### config.mk
export PLATFORM = sky130hd
export DESIGN_NAME = regfile_alu_datapath
export DESIGN_NICKNAME = d
export VERILOG_FILES = /design/src/rtl/datapath_pkg.sv /design/src/rtl/regfile.sv /design/src/rtl/regfile_alu_datapath.sv
export SDC_FILE = /design/constraint.sdc
export NUM_CORES = 2
export LEC_CHECK = 0
export BUFFER_PORTS_ARGS = -buffer_cell sky130_fd_sc_hd__clkbuf_2
export CORE_UTILIZATION = 25
export CTS_BUF_LIST = sky130_fd_sc_hd__clkbuf_16
export DETAILED_ROUTE_END_ITERATION = 7
export GPL_TIMING_DRIVEN = 0
export SLEW_MARGIN = 20
export SYNTH_ARGS = -nofsm -noshare
export SYNTH_HDL_FRONTEND = slang
export SYNTH_HIERARCHICAL = 1
export SYNTH_SLANG_ARGS = --single-unit
### constraint.sdc
create_clock -name clk -period 108.1 [get_ports clk]
set_input_delay 16.215 -clock clk [delete_from_list [all_inputs] [get_ports clk]]
set_output_delay 16.215 -clock clk [all_outputs]
set_load 0.01 [all_outputs]
### src/rtl/datapath_pkg.sv
// Shared constants and ALU opcodes for the regfile/ALU datapath slice.
package datapath_pkg;
  localparam int DW   = 32;
  localparam int NREG = 32;
  localparam int AW   = $clog2(NREG);

  localparam logic [2:0] ALU_ADD = 3'b000;
  localparam logic [2:0] ALU_SUB = 3'b001;
  localparam logic [2:0] ALU_OR  = 3'b010;
  localparam logic [2:0] ALU_AND = 3'b011;
  localparam logic [2:0] ALU_XOR = 3'b100;
  localparam logic [2:0] ALU_SLT = 3'b101;
  localparam logic [2:0] ALU_SLL = 3'b110;
  localparam logic [2:0] ALU_SRL = 3'b111;
endpackage

### src/rtl/regfile.sv
// 32x32 register file, R0 hardwired to zero, async active-high clear.
// REGFILE_BYPASS_EN forwards pending write data onto qa/qb only.
module regfile
  import datapath_pkg::*;
(
  input  logic          clk,
  input  logic          rst,
  input  logic          we,
  input  logic [AW-1:0] ra,
  input  logic [AW-1:0] rb,
  input  logic [AW-1:0] rw,
  input  logic [DW-1:0] wd,
  output logic [DW-1:0] qa,
  output logic [DW-1:0] qb,
  output logic [DW-1:0] qa_raw,
  output logic [DW-1:0] qb_raw
);
  logic [DW-1:0] mem_q [NREG];
  logic          wr_en;

  assign wr_en = we && (rw != '0);

  always_ff @(posedge clk or posedge rst) begin
    if (rst) begin
      for (int i = 0; i < NREG; i++) begin
        mem_q[i] <= '0;
      end
    end else if (wr_en) begin
      mem_q[rw] <= wd;
    end
  end

  assign qa_raw = (ra == '0) ? '0 : mem_q[ra];
  assign qb_raw = (rb == '0) ? '0 : mem_q[rb];

`ifdef REGFILE_BYPASS_EN
  // ALU reads qa_raw/qb_raw, so forwarding wd here cannot form a loop.
  assign qa = (wr_en && (ra == rw)) ? wd : qa_raw;
  assign qb = (wr_en && (rb == rw)) ? wd : qb_raw;
`else
  assign qa = qa_raw;
  assign qb = qb_raw;
`endif
endmodule

### src/rtl/regfile_alu_datapath.sv
// Single-cycle regfile + ALU slice with write-back mux.
// Optional write-through bypass via REGFILE_BYPASS_EN (see regfile).
module regfile_alu_datapath
  import datapath_pkg::*;
(
  input  logic          clk,
  input  logic          rst,
  input  logic          we,
  input  logic          mux3,
  input  logic [2:0]    aluc,
  input  logic [AW-1:0] ra,
  input  logic [AW-1:0] rb,
  input  logic [AW-1:0] rw,
  input  logic [DW-1:0] rd,
  output logic [DW-1:0] qa,
  output logic [DW-1:0] qb,
  output logic [DW-1:0] alu_out,
  output logic          zero
);
  logic [DW-1:0] a;
  logic [DW-1:0] b;
  logic [DW-1:0] wd;

  regfile u_rf (
    .clk    (clk),
    .rst    (rst),
    .we     (we),
    .ra     (ra),
    .rb     (rb),
    .rw     (rw),
    .wd     (wd),
    .qa     (qa),
    .qb     (qb),
    .qa_raw (a),
    .qb_raw (b)
  );

  always_comb begin
    alu_out = '0;
    unique case (aluc)
      ALU_ADD: alu_out = a + b;
      ALU_SUB: alu_out = a - b;
      ALU_OR:  alu_out = a | b;
      ALU_AND: alu_out = a & b;
      ALU_XOR: alu_out = a ^ b;
      ALU_SLT: alu_out = {{(DW-1){1'b0}},
                          ($signed(a) < $signed(b))};
      ALU_SLL: alu_out = b << a[4:0];
      ALU_SRL: alu_out = b >> a[4:0];
      default: alu_out = '0;
    endcase
  end

  assign zero = (alu_out == '0);
  assign wd   = mux3 ? alu_out : rd;
endmodule

==> flow_metrics.tcl <==
set metrics [dict create \
    status "finished, final reports clean" \
    finalCriticalPeriod_ns 42.44 \
    cp.required_ns 91.89 \
    reg.largest.list "u_rf/mem_q (1024)" \
    slew_headroom 0.08751 \
    routed_wl_um 348300 \
    slew_viol_final 0 \
    vias 55590 \
    cts_setup_buffers 0 \
    async_flop_share 1.000 \
    seq_area_frac_synth 0.3929 \
    track_usage 0.2574 \
    wire_per_inst_um 38.38 \
    total_power_mw 1.617 \
    r2r_end "u_rf/mem_q[255]" \
    fin_crit_sh 0.3926 \
    path_clk_slew_ns 0.06 \
    power_density_nw_per_um2 21.53 \
    row_count 187 \
    syn_area_um2 65230 \
    critPathLaunchType "input pin" \
    die-area_um2 263000 \
    finalHoldViolCount 0 \
    grt_pass1_wl_um 467400 \
    synth_fp_nets 5391 \
    clk_latency_ns 0.78 \
    critPathMaxFanout 12 \
    synth_edf_count 0 \
    synthDominantCellAreaShare 0.3929 \
    ys_top_cells_by_area "dfrtp_1 39%, mux2_2 19%, mux4_2 14%, mux2i_1 4.8%, ha_1 1.8%" \
    worstPathArrival_ns 26.22 \
    syn-instance-count 5239 \
    worst_path_max_delay_cell "clkbuf_1" \
    cts.sinks 1024 \
    ff2ff_path_depth 24 \
    core_um2 259500 \
    timing.fmax_ghz 0.02356 \
    max_stage_delay_ns 1.01 \
    setup_tns_ns 0 \
    cts-hold-fix-buffers 0 \
    largest_register_ffs 1024 \
    grt_max_degree 105 \
    cts_tree "done" \
    power.leakage_nw 31.96 \
    num_io_pins 151 \
    hpwl_um 254700 \
    ir_worst_vdd_v 0.00001499 \
    top_register "u_rf/mem_q" \
    synthFlopType "dfrtp_1" \
    numCtsBuffers 113 \
    die_y_um 512.8 \
    antenna_found_initial 32 \
    fp.dieW_um 512.8 \
    rsz0062_at_grt "false" \
    initial_utilization 0.2514 \
    via_per_inst 6.124 \
    path_common_cell "buf_2" \
    syn_to_final_growth_pct 15.11 \
    grt_overflow 0 \
    synth_warnings 6 \
    rrSetupSlack_ns 99.12 \
    grt_pass1_vias 53800 \
    cts_root_buf "clkbuf_16" \
    drv_cap 0 \
    skew_ns 0.05318 \
    hold_class "register to register" \
    final_antenna_net_count 0 \
    htreeDepth 3 \
    drive_above_1_share 0.4146 \
    gp_congestion 1.042 \
    rr_startpoint "u_rf/mem_q[545]" \
    syn_avg_cell_area_um2 12.45 \
    clock_path_buffers 3 \
    synth_largest_area_cell "dfrtp_1" \
    worstSetupPathType "input pin to output port" \
    finalSetupViolCount 0 \
    io_buffers 145 \
    ys_seq_elements 1024 \
    yosysUniqueCellTypes 95 \
    drt-pass1-iter-count 7 \
    tightest_slew_ns 1.369 \
    cts_resized 0 \
    cp-startpoint "ra[3]" \
    drc 0 \
    nets 5719 \
    first_iter_violations 8881 \
    critPathCaptureType "output port" \
    worstSetupEndpoint "zero" \
]
-- placed cells by master, fill, tap and decap left out, drive strengths merged, types with 10 or more instances in the layout --
master / netlist / routed
ha: 96 / 96
nand3: 30 / 30
nand2b: 16 / 16
clkbuf: 299 / 558
a211oi: 102 / 102
nand3b: 11 / 11
o22ai: 88 / 88
o221ai: 19 / 19
a221oi: 24 / 24
o211ai: 27 / 27
nand4: 20 / 20
mux2i: 314 / 314
inv: 110 / 141
nor2: 173 / 173
o31ai: 17 / 17
nor3: 61 / 61
nand2: 154 / 154
or2: 10 / 10
mux4: 418 / 418
mux2: 1119 / 1119
a222oi: 15 / 15
clkinv: 4 / 53
dfrtp: 1024 / 1024
a211o: 11 / 11
buf: 326 / 393
nor4: 43 / 43
a31oi: 11 / 11
a21o: 16 / 16
a22o: 87 / 87
diode: 0 / 21
nor2b: 86 / 86
o21ai: 100 / 100
a21oi: 147 / 147
or3: 12 / 12
a221o: 41 / 41
a2111oi: 54 / 54
a22oi: 20 / 20
-- worst min path at each step --
stage | start | endpoint | slack [ns] | cells past startpoint
floorplan | u_rf/mem_q[1002] | u_rf/mem_q[1002] | 0.44 | 1
global placement | u_rf/mem_q[1002] | u_rf/mem_q[1002] | 0.46 | 1
detailed placement | u_rf/mem_q[1022] | u_rf/mem_q[1022] | 0.47 | 1
CTS | u_rf/mem_q[1022] | u_rf/mem_q[1022] | 0.48 | 1
global route | u_rf/mem_q[1022] | u_rf/mem_q[1022] | 0.49 | 1
finish | u_rf/mem_q[1022] | u_rf/mem_q[1022] | 0.48 | 1
-- stage by stage --
stage	worst slack, ns	instance area (um^2)	hold slack [ns]	cells	util
after floorplan	63.07	65230	0.4413	5239	-
after global placement	51.87	70210	0.4643	8786	0.2706
after detailed placement	66.06	71540	0.4685	8854	0.2757
after CTS	66.01	74990	0.4825	9056	0.2890
after global routing	65.76	75040	0.4905	9059	0.2892
final	65.66	75080	0.4804	9077	0.2894
-- power breakdown --
part | leakage (nW) | internal [mW] | total [mW] | switching [mW]
logic | 17.0 | 0.276 | 0.664 | 0.388
clock network | 1.79 | 0.207 | 0.374 | 0.168
registers | 13.2 | 0.490 | 0.578 | 0.0880
-- final cells by class --
type	instances	area, um^2
sequential	1024	25620
antenna	21	52.55
buffer	625	3232
tap	3402	4257
timing repair buffer	213	1528
clock inverter	89	625.6
clock buffer	113	2828
fill	26480	184400
inverter	114	435.4
multi-input combinational	3476	36500
-- cells by family after synthesis --
logic type / share of synthesized area
buffers and inverters: 0.05473
DFF: 0.3929
adders and majority gates: 0.01903
AOI/OAI and AO/OA: 0.09597
and+or+nand+nor: 0.05014
muxes: 0.3859
xor gates and xnor gates: 0.001343
-- routing by layer --
metal,share of wire,up-vias,wire (um),track usage
li1,-,20710,-,-
met2,0.40,4732,139900,0.3568
met1,0.36,28850,124600,0.3074
met4,0.086,28,29840,0.1843
met3,0.15,1269,53510,0.1245
met5,0.0015,-,506,0.006575
-- worst max-delay path, delay by kind of cell --
| family | cells | cell delay [ns] |
|---|---|---|
| AOI/OAI and AO/OA | 7 | 2.27 |
| adders and majority gates | 1 | 0.50 |
| buffers and inverters | 11 | 4.28 |
| and+or+nand+nor | 7 | 2.91 |
-- synthesized netlist by cell type (87+ instances only) --
| cell | count |
|---|---|
| nand2_1 | 154 |
| ha_1 | 96 |
| a22o_1 | 87 |
| o21ai_0 | 94 |
| buf_4 | 105 |
| o22ai_1 | 88 |
| clkbuf_1 | 299 |
| a211oi_1 | 102 |
| mux2_2 | 1116 |
| inv_1 | 106 |
| dfrtp_1 | 1024 |
| nor2_1 | 173 |
| mux4_2 | 417 |
| a21oi_1 | 146 |
| buf_2 | 135 |
| mux2i_1 | 313 |
(Power assumes the default switching activity.)
